<file path="src/rtl/waiter_state_machine.sv">
// Waiter robot motion FSM: drives direction/speed to the motor driver.
// Optional emergency stop with state save/resume when WAITER_ESTOP_EN is defined.
module waiter_state_machine #(
    parameter int unsigned TURN_CYCLES = 75_000_000,
    parameter int unsigned IDLE_CYCLES = 500_000_000,
    parameter int unsigned BACK_CYCLES = 50_000_000,
    parameter int unsigned RAMP_CYCLES = 5_000_000,
    parameter logic [7:0]  WALL_CM     = 8'd30,
    parameter logic [7:0]  TABLE_CM    = 8'd15,
    parameter logic [7:0]  SLOW_CM     = 8'd50,
    parameter logic [2:0]  MAX_SPEED   = 3'd5,
    parameter logic [2:0]  TURN_SPEED  = 3'd2
) (
    input  logic       clk,
    input  logic       rst_n,
    input  logic       freq_start,
    input  logic [7:0] dist_cm,
    input  logic       dist_valid,
    input  logic       estop,
    output logic [3:0] direction,
    output logic [2:0] speed,
    output logic       state_change
);
    typedef enum logic [3:0] {
        IDLE_BASE   = 4'd0,
        FORWARDS    = 4'd1,
        TURN        = 4'd2,
        TO_TABLE    = 4'd3,
        IDLE_TABLE  = 4'd4,
        BACKWARDS   = 4'd5,
        TURN_BACK   = 4'd6,
        RETURN_HOME = 4'd7,
        STOP        = 4'd8
    } state_t;

    state_t      state_q, state_d;
    logic [31:0] timer_q, timer_d;
    logic [31:0] ramp_tmr_q, ramp_tmr_d;
    logic [2:0]  ramp_q, ramp_d;
    logic [2:0]  speed_q, speed_d;
    logic        near_q, near_d;
    logic        slow_q, slow_d;
    logic        chg_q;
    logic        near_evt;
    logic        near_st;
    logic        ramp_st;
    logic [7:0]  thr;

`ifdef WAITER_ESTOP_EN
    state_t saved_q, saved_d;
`else
    logic unused_estop;
    assign unused_estop = estop;
`endif

    assign near_st = (state_q == FORWARDS) || (state_q == TO_TABLE) || (state_q == RETURN_HOME);
    assign ramp_st = near_st || (state_q == BACKWARDS);
    assign thr     = (state_q == FORWARDS) ? WALL_CM : TABLE_CM;

    always_comb begin
        state_d    = state_q;
        timer_d    = timer_q + 32'd1;
        ramp_d     = ramp_q;
        ramp_tmr_d = ramp_tmr_q;
        near_d     = near_q;
        slow_d     = slow_q;
        near_evt   = 1'b0;
        speed_d    = 3'd0;
`ifdef WAITER_ESTOP_EN
        saved_d    = saved_q;
`endif

        if (dist_valid) slow_d = (dist_cm < SLOW_CM);

        // Near detection: second consecutive in-range sample fires the event.
        if (near_st && dist_valid) begin
            if (dist_cm <= thr) begin
                if (near_q) near_evt = 1'b1;
                else        near_d   = 1'b1;
            end else begin
                near_d = 1'b0;
            end
        end

        if (ramp_st) begin
            if (ramp_tmr_q == RAMP_CYCLES - 32'd1) begin
                ramp_tmr_d = 32'd0;
                if (ramp_q < MAX_SPEED) ramp_d = ramp_q + 3'd1;
            end else begin
                ramp_tmr_d = ramp_tmr_q + 32'd1;
            end
        end

        case (state_q)
            IDLE_BASE:   if (freq_start) state_d = FORWARDS;
            FORWARDS:    if (near_evt) state_d = TURN;
            TURN:        if (timer_q == TURN_CYCLES - 32'd1) state_d = TO_TABLE;
            TO_TABLE:    if (near_evt) state_d = IDLE_TABLE;
            IDLE_TABLE:  if (freq_start || (timer_q == IDLE_CYCLES - 32'd1)) state_d = BACKWARDS;
            BACKWARDS:   if (timer_q == BACK_CYCLES - 32'd1) state_d = TURN_BACK;
            TURN_BACK:   if (timer_q == TURN_CYCLES - 32'd1) state_d = RETURN_HOME;
            RETURN_HOME: if (near_evt) state_d = IDLE_BASE;
            STOP:        ;
            default:     state_d = IDLE_BASE;
        endcase

`ifdef WAITER_ESTOP_EN
        // estop overrides any transition decided above
        if (state_q == STOP) begin
            timer_d    = timer_q;
            ramp_d     = ramp_q;
            ramp_tmr_d = ramp_tmr_q;
            if (!estop) state_d = saved_q;
        end else if (estop && (state_q != IDLE_BASE) && (state_q != IDLE_TABLE)) begin
            state_d = STOP;
            saved_d = state_q;
        end
`endif

        if (state_d != state_q) begin
            near_d = 1'b0;
            if (state_d == STOP) begin
                timer_d    = timer_q;
                ramp_d     = ramp_q;
                ramp_tmr_d = ramp_tmr_q;
            end else begin
                // resuming from STOP keeps the dwell timer, ramp always restarts
                if (state_q != STOP) timer_d = 32'd0;
                ramp_d     = 3'd1;
                ramp_tmr_d = 32'd0;
            end
        end

        case (state_d)
            FORWARDS, TO_TABLE, RETURN_HOME:
                speed_d = (slow_d && (ramp_d > 3'd2)) ? 3'd2 : ramp_d;
            BACKWARDS:       speed_d = ramp_d;
            TURN, TURN_BACK: speed_d = TURN_SPEED;
            default:         speed_d = 3'd0;
        endcase
    end

    always_ff @(posedge clk) begin
        if (!rst_n) begin
            state_q    <= IDLE_BASE;
            timer_q    <= 32'd0;
            ramp_tmr_q <= 32'd0;
            ramp_q     <= 3'd0;
            speed_q    <= 3'd0;
            near_q     <= 1'b0;
            slow_q     <= 1'b0;
            chg_q      <= 1'b0;
        end else begin
            state_q    <= state_d;
            timer_q    <= timer_d;
            ramp_tmr_q <= ramp_tmr_d;
            ramp_q     <= ramp_d;
            speed_q    <= speed_d;
            near_q     <= near_d;
            slow_q     <= slow_d;
            chg_q      <= (state_d != state_q);
        end
    end

`ifdef WAITER_ESTOP_EN
    always_ff @(posedge clk) begin
        if (!rst_n) saved_q <= IDLE_BASE;
        else        saved_q <= saved_d;
    end
`endif

    assign direction    = state_q;
    assign speed        = speed_q;
    assign state_change = chg_q;
endmodule

</file>
<file path="config.mk">
export PLATFORM = sky130hd
export DESIGN_NAME = waiter_state_machine
export DESIGN_NICKNAME = d
export VERILOG_FILES = /design/src/rtl/waiter_state_machine.sv
export SDC_FILE = /design/constraint.sdc
export NUM_CORES = 1
export LEC_CHECK = 0
export BUFFER_PORTS_ARGS = -buffer_cell sky130_fd_sc_hd__clkbuf_2
export CAP_MARGIN = 20
export CORE_MARGIN = 1.5
export CORE_UTILIZATION = 42
export CTS_CLUSTER_DIAMETER = 60
export DETAILED_ROUTE_END_ITERATION = 10
export PLACE_DENSITY = 0.6
export REMOVE_ABC_BUFFERS = 1
export SLEW_MARGIN = 40
export SYNTH_ARGS = -nofsm -noshare
export SYNTH_HDL_FRONTEND = slang
export SYNTH_SLANG_ARGS = --single-unit
</file>
<file path="constraint.sdc">
create_clock -name clk -period 3.4 [get_ports clk]
set_input_delay 0.34 -clock clk [delete_from_list [all_inputs] [get_ports clk]]
set_output_delay 0.34 -clock clk [all_outputs]
set_load 0.1 [all_outputs]
</file>
==> metrics <==
outcome complete, no violations; Worst Path Arrival 3320 ps; antenna diode count 0; fin area 0.00443 mm2; CTS Buffer Depth 2; Async S/R FF share, synth 0; min Tclk post-route 3050 ps; Top FF cell, synth dfxtp_1; Mapped Area 0.00395 mm2; Rows 35; FMAX 0.327 GHz; CTS tree done; fin nets 509; GRT Total Usage 0.181; Core Area 0.00920 mm2; critical path class flop to flop; relative slew slack 0.495; first-pass GRT wire length 14600 um; Vias 3413; sequential fraction of the synthesis area 0.390; clk_lat worst skew 350 ps; die width 100 um; post-synth top area cell dfxtp_1; final setup violating endpoints 0; number of synthesized flops with an enable pin 0; PwrDens 417 mW/mm2; leading cell types by total area after synthesis dfxtp_1, xor2_1, nor2_1; CTS root buffer clkbuf_8; most frequent cells in the layout dfxtp_1, nor2_1, nand2_1; met3 Use GR 0.0390; Synth Area per Inst 8.48 um2; cells after synthesis 466; crit-path cells nor2_1 > nand3b_1 > ha_1 > nor4_1 > o21ai_2 > a211oi_2 > o31ai_2 > a2111o_1 > or3_1 > a21oi_2; Synth top area share 0.390; met2 Track Usage GR 0.276; GPL Wtd Cong 0.863; commonest non-fill, non-tap cell in the layout dfxtp_1; Worst-Margin Slew 752 ps; CP max stage cell a2111o_1; Hold Vio Cnt, Final 0; DR iter-0 viols 190; Crit path largest cell delay 530 ps; Max Slew Vio Count 0; drc violations 0; CTS H-Tree Depth 3; remaining antenna violation count 0; Max Cap Viol 0; crit end category flop; vias in the first global route 3047; share of layout cells above drive strength 1 0.129; Netlist cell types 57; synthesized flop and latch total 77; detailed placement HPWL 6100 um; clock slew at reported path FFs 80 ps; Buffers on Ports 19; Multi-input gate area 0.00231 mm2; clk_skew 19.2 ps; Starting Density 0.430; layer with the highest usage met2; CP Max Fanout 8; DRT Wirelength 8680 um; routed vias/inst 5.62; GR Overflow Total 0; Hold WC Path Type input port to flop; CTS buffer count 9; Die ar. 0.0100 mm2; RSZ-0062 raised after global routing no; Max rail drop VDD 0.000189 V; initial antenna violation count 0; Layout area overhead 12.0%; final worst-path cycle share 0.898; router iterations before antenna repair 4; Req. time, crit path 3670 ps; io pins 21; routed len/inst 14.3 um; placed cell area 0.00419 mm2; Synth Warn # 0; type of origin of the critical path flop; Sequential Area 0.00154 mm2; total power 1.84 mW; die height 100 um; met1 Usage GRT 0.259; fill count 879; pin count of the biggest net entering global routing 37; LEAKAGE 1.44 nW; CTS Sinks 77
[registers in the layout (all words and copies together), names as in the netlist]
name / count
direction: 4
near_q: 1
ramp_tmr_q: 32
state_change: 1
timer_q: 32
speed: 3
ramp_q: 3
slow_q: 1
[final timing paths]
kind                                 from                          end  slack (ps)  cells past startpoint
hold reg to reg   timer_q[0]$_SDFFE_PN0P_      timer_q[0]$_SDFFE_PN0P_         490                      1
setup reg to reg  direction[1]$_SDFF_PN0_  ramp_tmr_q[15]$_SDFFE_PN0P_         350                     10
hold / removal                      rst_n      direction[3]$_SDFF_PN0_         330                      3
setup / recovery  direction[1]$_SDFF_PN0_  ramp_tmr_q[15]$_SDFFE_PN0P_         350                     10
[worst max-delay path: cells and delay by family (launching register included)]
family	cells	cell delay [ps]
adder cells (fa/ha/maj)	1	240
AND/OR/NAND/NOR	4	1160
AO/OA/AOI/OAI	5	1270
flip-flops	1	320
[layer usage]
metal | routed length [um] | vias up
li1 | - | 1734
met1 | 4580 | 1625
met2 | 3740 | 50
met3 | 289 | 4
met4 | 62 | 0
met5 | 0 | -
[what timing repair did]
| item | in CTS | in global routing |
|---|---|---|
| setup endpoints to repair | 0 | 9 |
| gates resized for setup | 0 | 2 |
| hold buffers | 0 | 0 |
| endpoints found under the hold margin | 0 | 0 |
| buffers inserted | 0 | 0 |
[logic make-up after synthesis]
logic type	count (synthesis)	share of synthesized area
simple gates	236	0.315
mux	2	0.00538
buf+inv	25	0.0285
xor+xnor	53	0.117
flops	77	0.390
fa+ha+maj	5	0.0158
compound gates	68	0.128
[where the power goes]
group | internal [mW] | leakage [nW] | switching (mW)
Clock | 0.440 | 0.118 | 0.358
Combinational | 0.0344 | 0.701 | 0.0923
Sequential | 0.911 | 0.622 | 0.00817
Total | 1.39 | 1.44 | 0.459
[layout make-up]
class / count / area share
clock buffer: 10 / 0.0311
clock inverter: 6 / 0.0206
inverter: 9 / 0.00763
multi-input combinational: 364 / 0.521
sequential: 77 / 0.348
tap: 111 / 0.0314
timing repair buffer: 30 / 0.0401
[cell usage after synthesis (7+ instances only)]
cell      count
dfxtp_1      77
nand3_1      26
nand4_1      19
clkbuf_1      7
nand2_1      33
inv_1         9
o21ai_0      13
nor4_1        7
nor3_1       13
a21oi_1      16
and3_1       10
or3_1         9
nor2_1       72
xor2_1       31
xnor2_1      22
[through the flow]
step	hold WS [ps]	setup WS (ps)	std cells	setup TNS (ps)	util
after global routing	326	66.9	607	0	0.481
after global placement	462	327	591	0	0.456
after CTS	312	243	607	0	0.480
final	326	345	607	0	0.481
after detailed placement	468	260	591	0	0.456
after floorplan	441	-1260	450	-53180	-
Note: power is estimated with default switching activity, not from simulation.
